$ cat config.mk
export PLATFORM = sky130hd
export DESIGN_NAME = pwm_setpoint_sequencer
export DESIGN_NICKNAME = d
export VERILOG_FILES = /design/src/rtl/pwm_ctrl_pkg.sv /design/src/rtl/pwm_setpoint_sequencer_edge_detect.sv /design/src/rtl/pwm_setpoint_sequencer.sv
export SDC_FILE = /design/constraint.sdc
export NUM_CORES = 1
export LEC_CHECK = 0
export CAP_MARGIN = 20
export CORE_MARGIN = 4
export CORE_UTILIZATION = 45
export CTS_CLUSTER_SIZE = 12
export DETAILED_ROUTE_END_ITERATION = 10
export PLACE_DENSITY = 0.66
export SLEW_MARGIN = 20
export SYNTH_ARGS = -nofsm -noshare
export SYNTH_HDL_FRONTEND = slang
export SYNTH_HIERARCHICAL = 1
export SYNTH_SLANG_ARGS = --single-unit
$ cat constraint.sdc
create_clock -name clk -period 4.6 [get_ports clk]
set_input_delay 0.46 -clock clk [delete_from_list [all_inputs] [get_ports clk]]
set_output_delay 0.46 -clock clk [all_outputs]
set_load 0.05 [all_outputs]
$ cat src/rtl/pwm_ctrl_pkg.sv
// pwm_ctrl_pkg
// Shared types and helpers for the PWM setpoint sequencer.
//   seq_state_t  : sequencer FSM states.
//   seq_val_t    : widened arithmetic type (one bit wider than the widest
//                  supported setpoint) so steps never wrap.
//   step_toward  : next setpoint moving from cur toward goal by at most step.
package pwm_ctrl_pkg;

   typedef enum logic [2:0] {
      IDLE       = 3'd0,
      RAMP       = 3'd1,
      SWEEP_UP   = 3'd2,
      SWEEP_HOLD = 3'd3,
      SWEEP_DOWN = 3'd4
   } seq_state_t;

   // Widest setpoint the helper supports; callers zero-extend into seq_val_t.
   localparam int SEQ_MAX_W = 16;

   typedef logic [SEQ_MAX_W:0] seq_val_t;

   // The result always lies between cur and goal, so it can neither
   // overshoot the goal nor leave the [0, max] range the goal lives in.
   function automatic seq_val_t step_toward(input seq_val_t cur,
                                            input seq_val_t goal,
                                            input seq_val_t step);
      seq_val_t diff;
      seq_val_t nxt;
      if (goal > cur) begin
         diff = goal - cur;
         nxt  = (diff > step) ? (cur + step) : goal;
      end else begin
         diff = cur - goal;
         nxt  = (diff > step) ? (cur - step) : goal;
      end
      return nxt;
   endfunction

endpackage

$ cat src/rtl/pwm_setpoint_sequencer_edge_detect.sv
// edge_detect
// Two-flop synchronizer followed by a rising-edge detector. Produces a
// single-clk pulse for every rising edge of din, however long din stays high.
//   clk   : system clock
//   nrst  : asynchronous active-low reset
//   din   : asynchronous level input
//   pulse : one-clk pulse, high the cycle after the synchronized rising edge
module edge_detect (
   input  logic clk,
   input  logic nrst,
   input  logic din,
   output logic pulse
);

   logic sync1;
   logic sync2;
   logic prev;

   // Synchronizer chain plus delayed copy for edge detection.
   always_ff @(posedge clk or negedge nrst) begin
      if (!nrst) begin
         sync1 <= 1'b0;
         sync2 <= 1'b0;
         prev  <= 1'b0;
      end else begin
         sync1 <= din;
         sync2 <= sync1;
         prev  <= sync2;
      end
   end

   assign pulse = sync2 & ~prev;

endmodule

$ cat src/rtl/pwm_setpoint_sequencer.sv
// pwm_setpoint_sequencer
// Rate-limited setpoint controller for one PWM channel driving a needle.
// Slews mod_setpoint toward the accepted target by at most STEP codes per
// PWM period and runs a full-scale sweep test on request.
//   clk, nrst      : clock, asynchronous active-low reset
//   target         : requested needle position (valid/ready handshake)
//   target_valid   : target is valid
//   target_ready   : target can be accepted (IDLE/RAMP only)
//   sweep_req      : one-cycle request to start a sweep test
//   period_strobe  : period start strobe from the modulator (asynchronous)
//   mod_setpoint   : registered setpoint to the modulator
//   at_target      : high in IDLE
//   sweep_active   : high in any sweep state
module pwm_setpoint_sequencer
   import pwm_ctrl_pkg::*;
#(
   parameter int MOD_WIDTH    = 8,
   parameter int STEP         = 1,
   parameter int HOLD_PERIODS = 64
) (
   input  logic                 clk,
   input  logic                 nrst,
   input  logic [MOD_WIDTH-1:0] target,
   input  logic                 target_valid,
   output logic                 target_ready,
   input  logic                 sweep_req,
   input  logic                 period_strobe,
   output logic [MOD_WIDTH-1:0] mod_setpoint,
   output logic                 at_target,
   output logic                 sweep_active
);

   localparam int HOLD_W = (HOLD_PERIODS > 1) ? $clog2(HOLD_PERIODS) : 1;
   localparam logic [HOLD_W-1:0]    HOLD_LOAD = HOLD_W'(HOLD_PERIODS - 1);
   localparam logic [MOD_WIDTH-1:0] SP_MAX    = {MOD_WIDTH{1'b1}};
   localparam seq_val_t             STEP_EXT  = seq_val_t'(STEP);

   if (STEP < 1 || STEP > (2 ** MOD_WIDTH) - 1) begin : g_bad_step
      $error("STEP must be in 1..2**MOD_WIDTH-1");
   end
   if (HOLD_PERIODS < 1) begin : g_bad_hold
      $error("HOLD_PERIODS must be at least 1");
   end
   if (MOD_WIDTH < 1 || MOD_WIDTH > SEQ_MAX_W) begin : g_bad_width
      $error("MOD_WIDTH out of supported range");
   end

   seq_state_t           state;
   seq_state_t           state_nxt;
   logic [MOD_WIDTH-1:0] target_q;
   logic [MOD_WIDTH-1:0] target_q_nxt;
   logic [MOD_WIDTH-1:0] setpoint_nxt;
   logic [HOLD_W-1:0]    hold_cnt;
   logic [HOLD_W-1:0]    hold_cnt_nxt;
   logic [MOD_WIDTH-1:0] goal_s;
   logic [MOD_WIDTH-1:0] sp_step_s;
   logic                 tick_s;
   logic                 accept_s;

   edge_detect u_tick (
      .clk   (clk),
      .nrst  (nrst),
      .din   (period_strobe),
      .pulse (tick_s)
   );

   assign accept_s = target_valid & target_ready;

   // Goal the setpoint is slewing toward in the current state.
   always_comb begin
      goal_s = mod_setpoint;
      case (state)
         RAMP:       goal_s = target_q;
         SWEEP_UP:   goal_s = SP_MAX;
         SWEEP_DOWN: goal_s = '0;
         default:    goal_s = mod_setpoint;
      endcase
   end

   assign sp_step_s = MOD_WIDTH'(step_toward(seq_val_t'(mod_setpoint),
                                             seq_val_t'(goal_s), STEP_EXT));

   // Next-state, next-setpoint and hold counter logic.
   always_comb begin
      state_nxt    = state;
      hold_cnt_nxt = hold_cnt;
      if (tick_s) begin
         setpoint_nxt = sp_step_s;
      end else begin
         setpoint_nxt = mod_setpoint;
      end
      // A tick in the same cycle as an accept still steps toward the old
      // target; the new target_q only steers the following ticks.
      if (accept_s) begin
         target_q_nxt = target;
      end else begin
         target_q_nxt = target_q;
      end
      case (state)
         IDLE: begin
            if (sweep_req) begin
               state_nxt = SWEEP_UP;
            end else if (accept_s && (target != mod_setpoint)) begin
               state_nxt = RAMP;
            end else begin
               state_nxt = IDLE;
            end
         end
         RAMP: begin
            if (sweep_req) begin
               state_nxt = SWEEP_UP;
            end else if (tick_s && (sp_step_s == target_q) &&
                         !(accept_s && (target != sp_step_s))) begin
               state_nxt = IDLE;
            end else begin
               state_nxt = RAMP;
            end
         end
         SWEEP_UP: begin
            if (tick_s && (sp_step_s == SP_MAX)) begin
               state_nxt    = SWEEP_HOLD;
               hold_cnt_nxt = HOLD_LOAD;
            end else begin
               state_nxt = SWEEP_UP;
            end
         end
         SWEEP_HOLD: begin
            if (!tick_s) begin
               state_nxt = SWEEP_HOLD;
            end else if (hold_cnt == '0) begin
               state_nxt = SWEEP_DOWN;
            end else begin
               hold_cnt_nxt = hold_cnt - HOLD_W'(1);
            end
         end
         SWEEP_DOWN: begin
            if (tick_s && (sp_step_s == '0)) begin
               state_nxt = (target_q == '0) ? IDLE : RAMP;
            end else begin
               state_nxt = SWEEP_DOWN;
            end
         end
         default: state_nxt = IDLE;
      endcase
   end

   // State, datapath registers and outputs decoded from the next state.
   always_ff @(posedge clk or negedge nrst) begin
      if (!nrst) begin
         state        <= IDLE;
         target_q     <= '0;
         hold_cnt     <= '0;
         mod_setpoint <= '0;
         target_ready <= 1'b1;
         at_target    <= 1'b1;
         sweep_active <= 1'b0;
      end else begin
         state        <= state_nxt;
         target_q     <= target_q_nxt;
         hold_cnt     <= hold_cnt_nxt;
         mod_setpoint <= setpoint_nxt;
         target_ready <= (state_nxt == IDLE) || (state_nxt == RAMP);
         at_target    <= (state_nxt == IDLE);
         sweep_active <= (state_nxt != IDLE) && (state_nxt != RAMP);
      end
   end

endmodule

==> results of run 1 <==
## placed cells by master (no fill, tap or decap), types with 6 or more instances in the layout
master	count
a211oi_1	7
dfrtp_1	24
xor2_1	6
a21oi_1	21
o22ai_1	6
buf_6	6
mux2_2	7
xnor2_1	23
and3_1	7
a21oi_2	6
o21ai_0	15
maj3_1	7
mux2i_1	7
nor2_1	27
buf_4	68
inv_1	30
ha_1	18
a22o_1	9
clkdlybuf4s50_1	23
nand3_1	8
nand2_1	25
## routing by layer
layer	routed length [um]	share of wire, %
met5	0	0
met4	274	2.4
met3	832	7.2
met2	5608	48
met1	4867	42
## worst paths after layout
path                              startpoint         endpoint  slack, ns  cells after the start
worst max-delay path                state[2]         state[0]      -0.06                     17
worst min-delay path            u_tick/sync1     u_tick/sync2       0.35                      0
worst max register to register      state[2]         state[0]      -0.06                     17
worst min register to register  u_tick/sync1     u_tick/sync2       0.35                      0
max in group asynchronous               nrst  mod_setpoint[0]       3.70                      2
min in group asynchronous               nrst      target_q[1]       0.58                      2
## power groups by stage
stage / clock, uW / combinational, uW / sequential (uW)
2_1_floorplan: 0 / 1520 / 566
3_3_place_gp: 0 / 2590 / 469
3_5_place_dp: 0 / 2600 / 468
4_1_cts: 213 / 2710 / 464
5_1_grt: 226 / 3150 / 475
6_report: 211 / 2950 / 469
## layout make-up
| type | instances | area (um^2) |
|---|---|---|
| fill | 650 | 2756 |
| multi-input combinational | 314 | 2579 |
| timing repair buffer | 97 | 808.3 |
| sequential | 31 | 784.5 |
| tap | 99 | 123.9 |
| inverter | 32 | 120.1 |
| clock buffer | 7 | 76.32 |
| clock inverter | 1 | 5.005 |
## through the flow
step | total power, uW | instances
after floorplan | 2087 | 396
after global placement | 3063 | 566
final | 3633 | 581
after global routing | 3848 | 581
after detailed placement | 3067 | 566
after CTS | 3383 | 576
## cells by family after synthesis
kind of cell	count (synthesis)	synth area share [%]
adder cells (fa/ha/maj)	31	11.40
multiplexers	17	5.996
flip-flops	31	23.17
AND/OR/NAND/NOR	115	18.47
AO/OA/AOI/OAI	120	26.26
buffers and inverters	51	6.406
XOR/XNOR	31	8.305
## sequential cells by signal, summed over array words and instances (netlist names)
signal	cells
sweep_active	1
u_tick/sync1	1
target_q	8
mod_setpoint	8
target_ready	1
state	3
at_target	1
u_tick/sync2	1
hold_cnt	6
u_tick/prev	1
## repair_timing
item / 4_1_cts / 5_1_grt
setup buffers: 2 / 5
pin swaps: 6 / 8
setup endpoints to repair: 10 / 11
hold buffers: 0 / 0
gates resized for setup: 10 / 33
==> impl_metrics.csv, run 1 <==
group,metric,value,unit
timing,hold_viol,0,
die,initial_core_util,46.32,%
clock_network,cts.sinks,31,
critical_path,cpPeakStageDelay,0.47,ns
synth,synthTopCellsByCount,"32 x inv_1, 29 x dfrtp_1, 29 x nor2_1",
drt,wl_per_cell,19.93,um
die,core-area,7253,um^2
timing,post-route-min-period,4.663,ns
timing,tns,-0.08859,ns
synth,seq_area_frac_synth,23.17,%
pwr,leakage,0.001905,uW
synth,ys.flop_type,"dfrtp_1",
grt,track_usage,26.30,%
timing,fin_ws,-0.06287,ns
synth,synth_area_leaders,"dfrtp_1 22%, ha_1 7.8%, xnor2_1 6.3%, a21oi_1 3.9%, inv_1 3.6%",
synth,ys_seq_elements,31,
pwr,p_per_area,807.8,nW/um^2
hold_path,hold_path_class,"reg2reg",
timing,tightest_slew,0.5310,ns
timing,relSlewSlack,64.10,%
critical_path,critPathTopFamily,"compound AO/OA/AOI/OAI gates",
clock_network,path_clk_slew,0.07,ns
placed_design,portBuffers,23,
critical_path,worst_setup_path_end_kind,"flip-flop",
pwr,comb_power_share,81.3,%
layout,final_area,4497,um^2
layout,area_growth,33.85,%
critical_path,critPathMaxFanout,5,
pwr,seq_power_share,12.9,%
grt,grt_pass1_vias,3403,
layout,insertedDiodeCount,0,
synth,yosys.area.top_type_share,21.60,%
critical_path,critPathArrivalTime,4.83,ns
grt,antenna_found_initial,0,
layout,drive_above_1_share,29.88,%
critical_path,slowest_stage,"or4_4",
critical_path,start_kind,"flip-flop",
run_status,outcome,"complete, but fails checks",
layout,nets,517,
placed_design,dp_slack,-0.1705,ns
layout,finish.utilization,62.00,%
die,io_pins,24,
placed_design,dp_hpwl,8965,um
timing,setup_viol,5,
drt,firstDrtPassIters,5,
pwr,p_sw,1878,uW
synth,yosysMostFrequentCell,"inv_1",
drt,remaining_drc_errors,0,
clock_network,htreeDepth,2,
clock_network,clockBufferDepth,2,
grt,gr-total-overflow,0,
drt,viasPerCell,6.046,
grt,use_met1,34.24,%
clock_network,cts_buffers,5,
synth,avgSynthCellArea,8.484,um^2
timing,whs,0.3511,ns
timing,fin_skew,0.004031,ns
timing,period_share,101.4,%
synth,synth-edff-count,0,
synth,yosysTopAreaCell,"dfrtp_1",
die,die-height,94.41,um
grt,grt_start_max_net_pins,32,
synth,synthCells,396,
drt,drt_iter0_drc,308,
drt,drtAntennaViolNets,0,
die,rows,31,
clock_network,cts_tree,"yes",
critical_path,cp_common_cell,"buf_4",
clock_network,root_buffer,"clkbuf_8",
placed_design,gp_congestion,1.023,
grt,grtUsageMet2,44.09,%
timing,clock.fmax,0.2145,GHz
grt,use_met3,4.781,%
synth,async_reset_ff_share,100.0,%
die,dieArea,8912,um^2
critical_path,cp_num_buf_inv,3,
pwr,p_int,1754,uW
synth,synth.distinct_cells,76,
synth,syn_area,3359,um^2
critical_path,path_cells,"nor2_4 > buf_4 > maj3_1 > a21o_1 > ha_1 > nor2b_1 > a2111oi_4 > o311ai_1 > or4_4 > buf_6 > nor4_4 > nor2_2 > o211ai_1 > buf_4 > xor2_1 > o31a_1 > or3_1",
timing,rsz0062_at_grt,"yes",
die,dieWidth,94.41,um
run_status,violations,"setup timing",
pwr,ir_drop,377.8,uV
timing,slew_violations,0,
synth,synth_nets,432,
grt,grt_busiest_layer,"met2",
grt,grt_pass1_wl,17930,um
critical_path,crit_type,"reg2reg",
clock_network,clock_latency,0.28,ns
placed_design,dpl-instance-area,4150,um^2
drt,drt_wl_total,11580,um
critical_path,critPathRequiredTime,4.77,ns
synth,ys_warn_count,6,
drt,vias,3513,
job,cap_violations,0,
pwr,swShare,51.70,%
pwr,clkPwrFrac,5.8,%
Note: power is estimated with default switching activity, not from simulation.
==> run 2, diff against run 1 <==
- CAP_MARGIN: 20 -> default
==> results of run 2 <==
No change in the layout: final DEF, timing and power equal those of run 1.
==> run 3, diff against run 2 <==
--- a/config.mk
+++ b/config.mk
@@ -6,4 +6,5 @@
 export NUM_CORES = 1
 export LEC_CHECK = 0
+export CAP_MARGIN = 15
 export CORE_MARGIN = 4
 export CORE_UTILIZATION = 45
==> constraint.sdc (replaced) <==
create_clock -name clk -period 4.6 [get_ports clk]
set_input_delay 0.92 -clock clk [delete_from_list [all_inputs] [get_ports clk]]
set_output_delay 0.92 -clock clk [all_outputs]
set_load 0.05 [all_outputs]
==> impl_metrics.csv, run 3 (synthesis results as in run 1) <==
group,metric,value,unit
timing,hold_viol,0,
job,cap_violations,0,
layout,final_cell_mix,"76 x buf_4, 29 x inv_1, 26 x nor2_1",
timing,clock.fmax,0.2132,GHz
grt,antenna_found_initial,0,
clock_network,htreeDepth,2,
timing,setup_viol,7,
critical_path,start_kind,"flip-flop",
die,die-height,94.41,um
critical_path,critPathTopFamily,"compound AO/OA/AOI/OAI gates",
grt,grt_pass1_vias,3397,
pwr,p_per_area,804.2,nW/um^2
layout,stdcell_count,588,
critical_path,path_cells,"buf_6 > nor2_4 > buf_4 > a22o_4 > a21oi_4 > fa_2 > a2111oi_4 > o311ai_2 > or4_4 > o31a_1 > a22oi_2 > buf_4 > o21ai_4 > nor4_2 > and4b_4 > nor2_2 > mux2_4",
pwr,p_int,1823,uW
timing,tightest_slew,0.5005,ns
critical_path,rr_startpoint,"state[2]",
layout,nets,524,
placed_design,portBuffers,23,
hold_path,holdCritStartpoint,"u_tick/sync1",
pwr,clkPwrFrac,5.9,%
critical_path,cpPeakStageDelay,0.56,ns
clock_network,cts_tree,"yes",
drt,remaining_drc_errors,0,
clock_network,clockBufferDepth,2,
timing,fin_skew,0.004419,ns
pwr,seq_power_share,12.5,%
critical_path,critPathArrivalTime,4.85,ns
die,initial_core_util,46.32,%
timing,rsz0062_at_grt,"yes",
pwr,p_sw,1878,uW
drt,drtAntennaViolNets,0,
critical_path,worst_setup_path_end_kind,"flip-flop",
grt,grt_pass1_wl,17620,um
layout,final_common_cell,"buf_4",
layout,final_area,4603,um^2
placed_design,dp_hpwl,8725,um
timing,relSlewSlack,66.17,%
timing,period_share,102.0,%
grt,grt_start_max_net_pins,32,
grt,track_usage,25.54,%
pwr,leakage,0.001955,uW
layout,seq_area,784.5,um^2
run_status,outcome,"complete, but fails checks",
layout,multi_input_area,2626,um^2
layout,area_growth,37.02,%
drt,wl_per_cell,19.03,um
critical_path,critPathRequiredTime,4.76,ns
grt,gr-total-overflow,0,
layout,finish.utilization,63.46,%
die,dieWidth,94.41,um
clock_network,cts.sinks,31,
drt,drt_iter0_drc,228,
layout,fillers,623,
clock_network,path_clk_slew,0.06,ns
timing,fin_ws,-0.09025,ns
timing,post-route-min-period,4.690,ns
timing,tns,-0.5337,ns
placed_design,dpl-instance-area,4158,um^2
critical_path,cp_num_buf_inv,3,
die,io_pins,24,
timing,slew_violations,0,
critical_path,slowest_stage,"or4_4",
pwr,ir_drop,351.3,uV
clock_network,clock_latency,0.28,ns
die,core-area,7253,um^2
layout,insertedDiodeCount,0,
drt,firstDrtPassIters,5,
placed_design,dp_cells,567,
die,dieArea,8912,um^2
pwr,swShare,50.74,%
clock_network,cts-hold-fix-buffers,0,
critical_path,critPathMaxFanout,7,
layout,drive_above_1_share,33.13,%
critical_path,cp_common_cell,"buf_4",
drt,viasPerCell,5.974,
drt,vias,3513,
hold_path,hold_path_class,"reg2reg",
layout,reg_top3,"mod_setpoint: 8 flops, target_q: 8 flops, hold_cnt: 6 flops",
pwr,comb_power_share,81.6,%
die,rows,31,
critical_path,crit_type,"reg2reg",
critical_path,crit_start,"state[2]",
run_status,violations,"setup timing",
clock_network,cts_buffers,5,
placed_design,gp_congestion,1.044,
drt,drt_wl_total,11190,um
clock_network,root_buffer,"clkbuf_8",
pwr,finalPower,3702,uW
==> run 3: changes by cell type in the layout (fill, tap and decap cells not counted), sizes merged <==
cell	before	now
buf	74	81
==> run 3: repair_timing <==
action | 4_1_cts | 5_1_grt
pin swaps | 4 | 19
hold endpoints to repair | 0 | 0
buffers inserted | 2 | 11
resized for setup | 6 | 49
endpoints found under the setup margin | 10 | 11
==> run 3: power by group through the flow <==
stage | sequential (uW) | combinational, uW | clock (uW)
floorplan | 566 | 1520 | 0
finish | 464 | 3020 | 218
detailed placement | 462 | 2520 | 0
CTS | 458 | 2590 | 224
global route | 475 | 3230 | 234
global placement | 460 | 2510 | 0
==> run 3: metal layers <==
metal	vias up	share of wire [%]	global-route usage, %	wire length [um]
li1	1648	-	-	-
met1	1659	42	33.79	4686
met2	168	48	41.84	5351
met3	38	6.0	3.506	677
met4	0	4.2	10.71	475
met5	-	0	0	0
==> run 3: cell type report <==
cell class,instances,area share (%)
clock buffers,7,1.876
clock inverters,1,0.1087
inverters,32,2.609
multi-input cells,314,57.05
flip-flops and latches,31,17.04
well taps,99,2.691
repair buffers,104,18.62
==> run 3: worst register-to-register path, delay by kind of cell, from the launching register on <==
family          cells  cell delay (ns)
flops               1             0.40
mux                 1             0.30
simple gates        5             1.25
compound gates      7             1.69
fa+ha+maj           1             0.50
buf+inv             3             0.44
==> run 3: worst paths after layout <==
check,endpoint,slack (ns),cells past startpoint
min in group asynchronous,target_q[3],1.03,2
min reg2reg,u_tick/sync2,0.35,0
min,u_tick/sync2,0.35,0
max in group asynchronous,at_target,3.24,2
max reg2reg,hold_cnt[0],-0.09,17
max,hold_cnt[0],-0.09,17
==> run 3: stage by stage <==
step | hold slack [ns] | setup WS (ns)
4_1_cts | 0.3513 | 0.00005729
5_1_grt | 0.3537 | -0.2632
2_1_floorplan | 0.3312 | 0.01325
3_5_place_dp | 0.3363 | -0.3011
3_3_place_gp | 0.3343 | -0.2906
6_report | 0.3489 | -0.09025
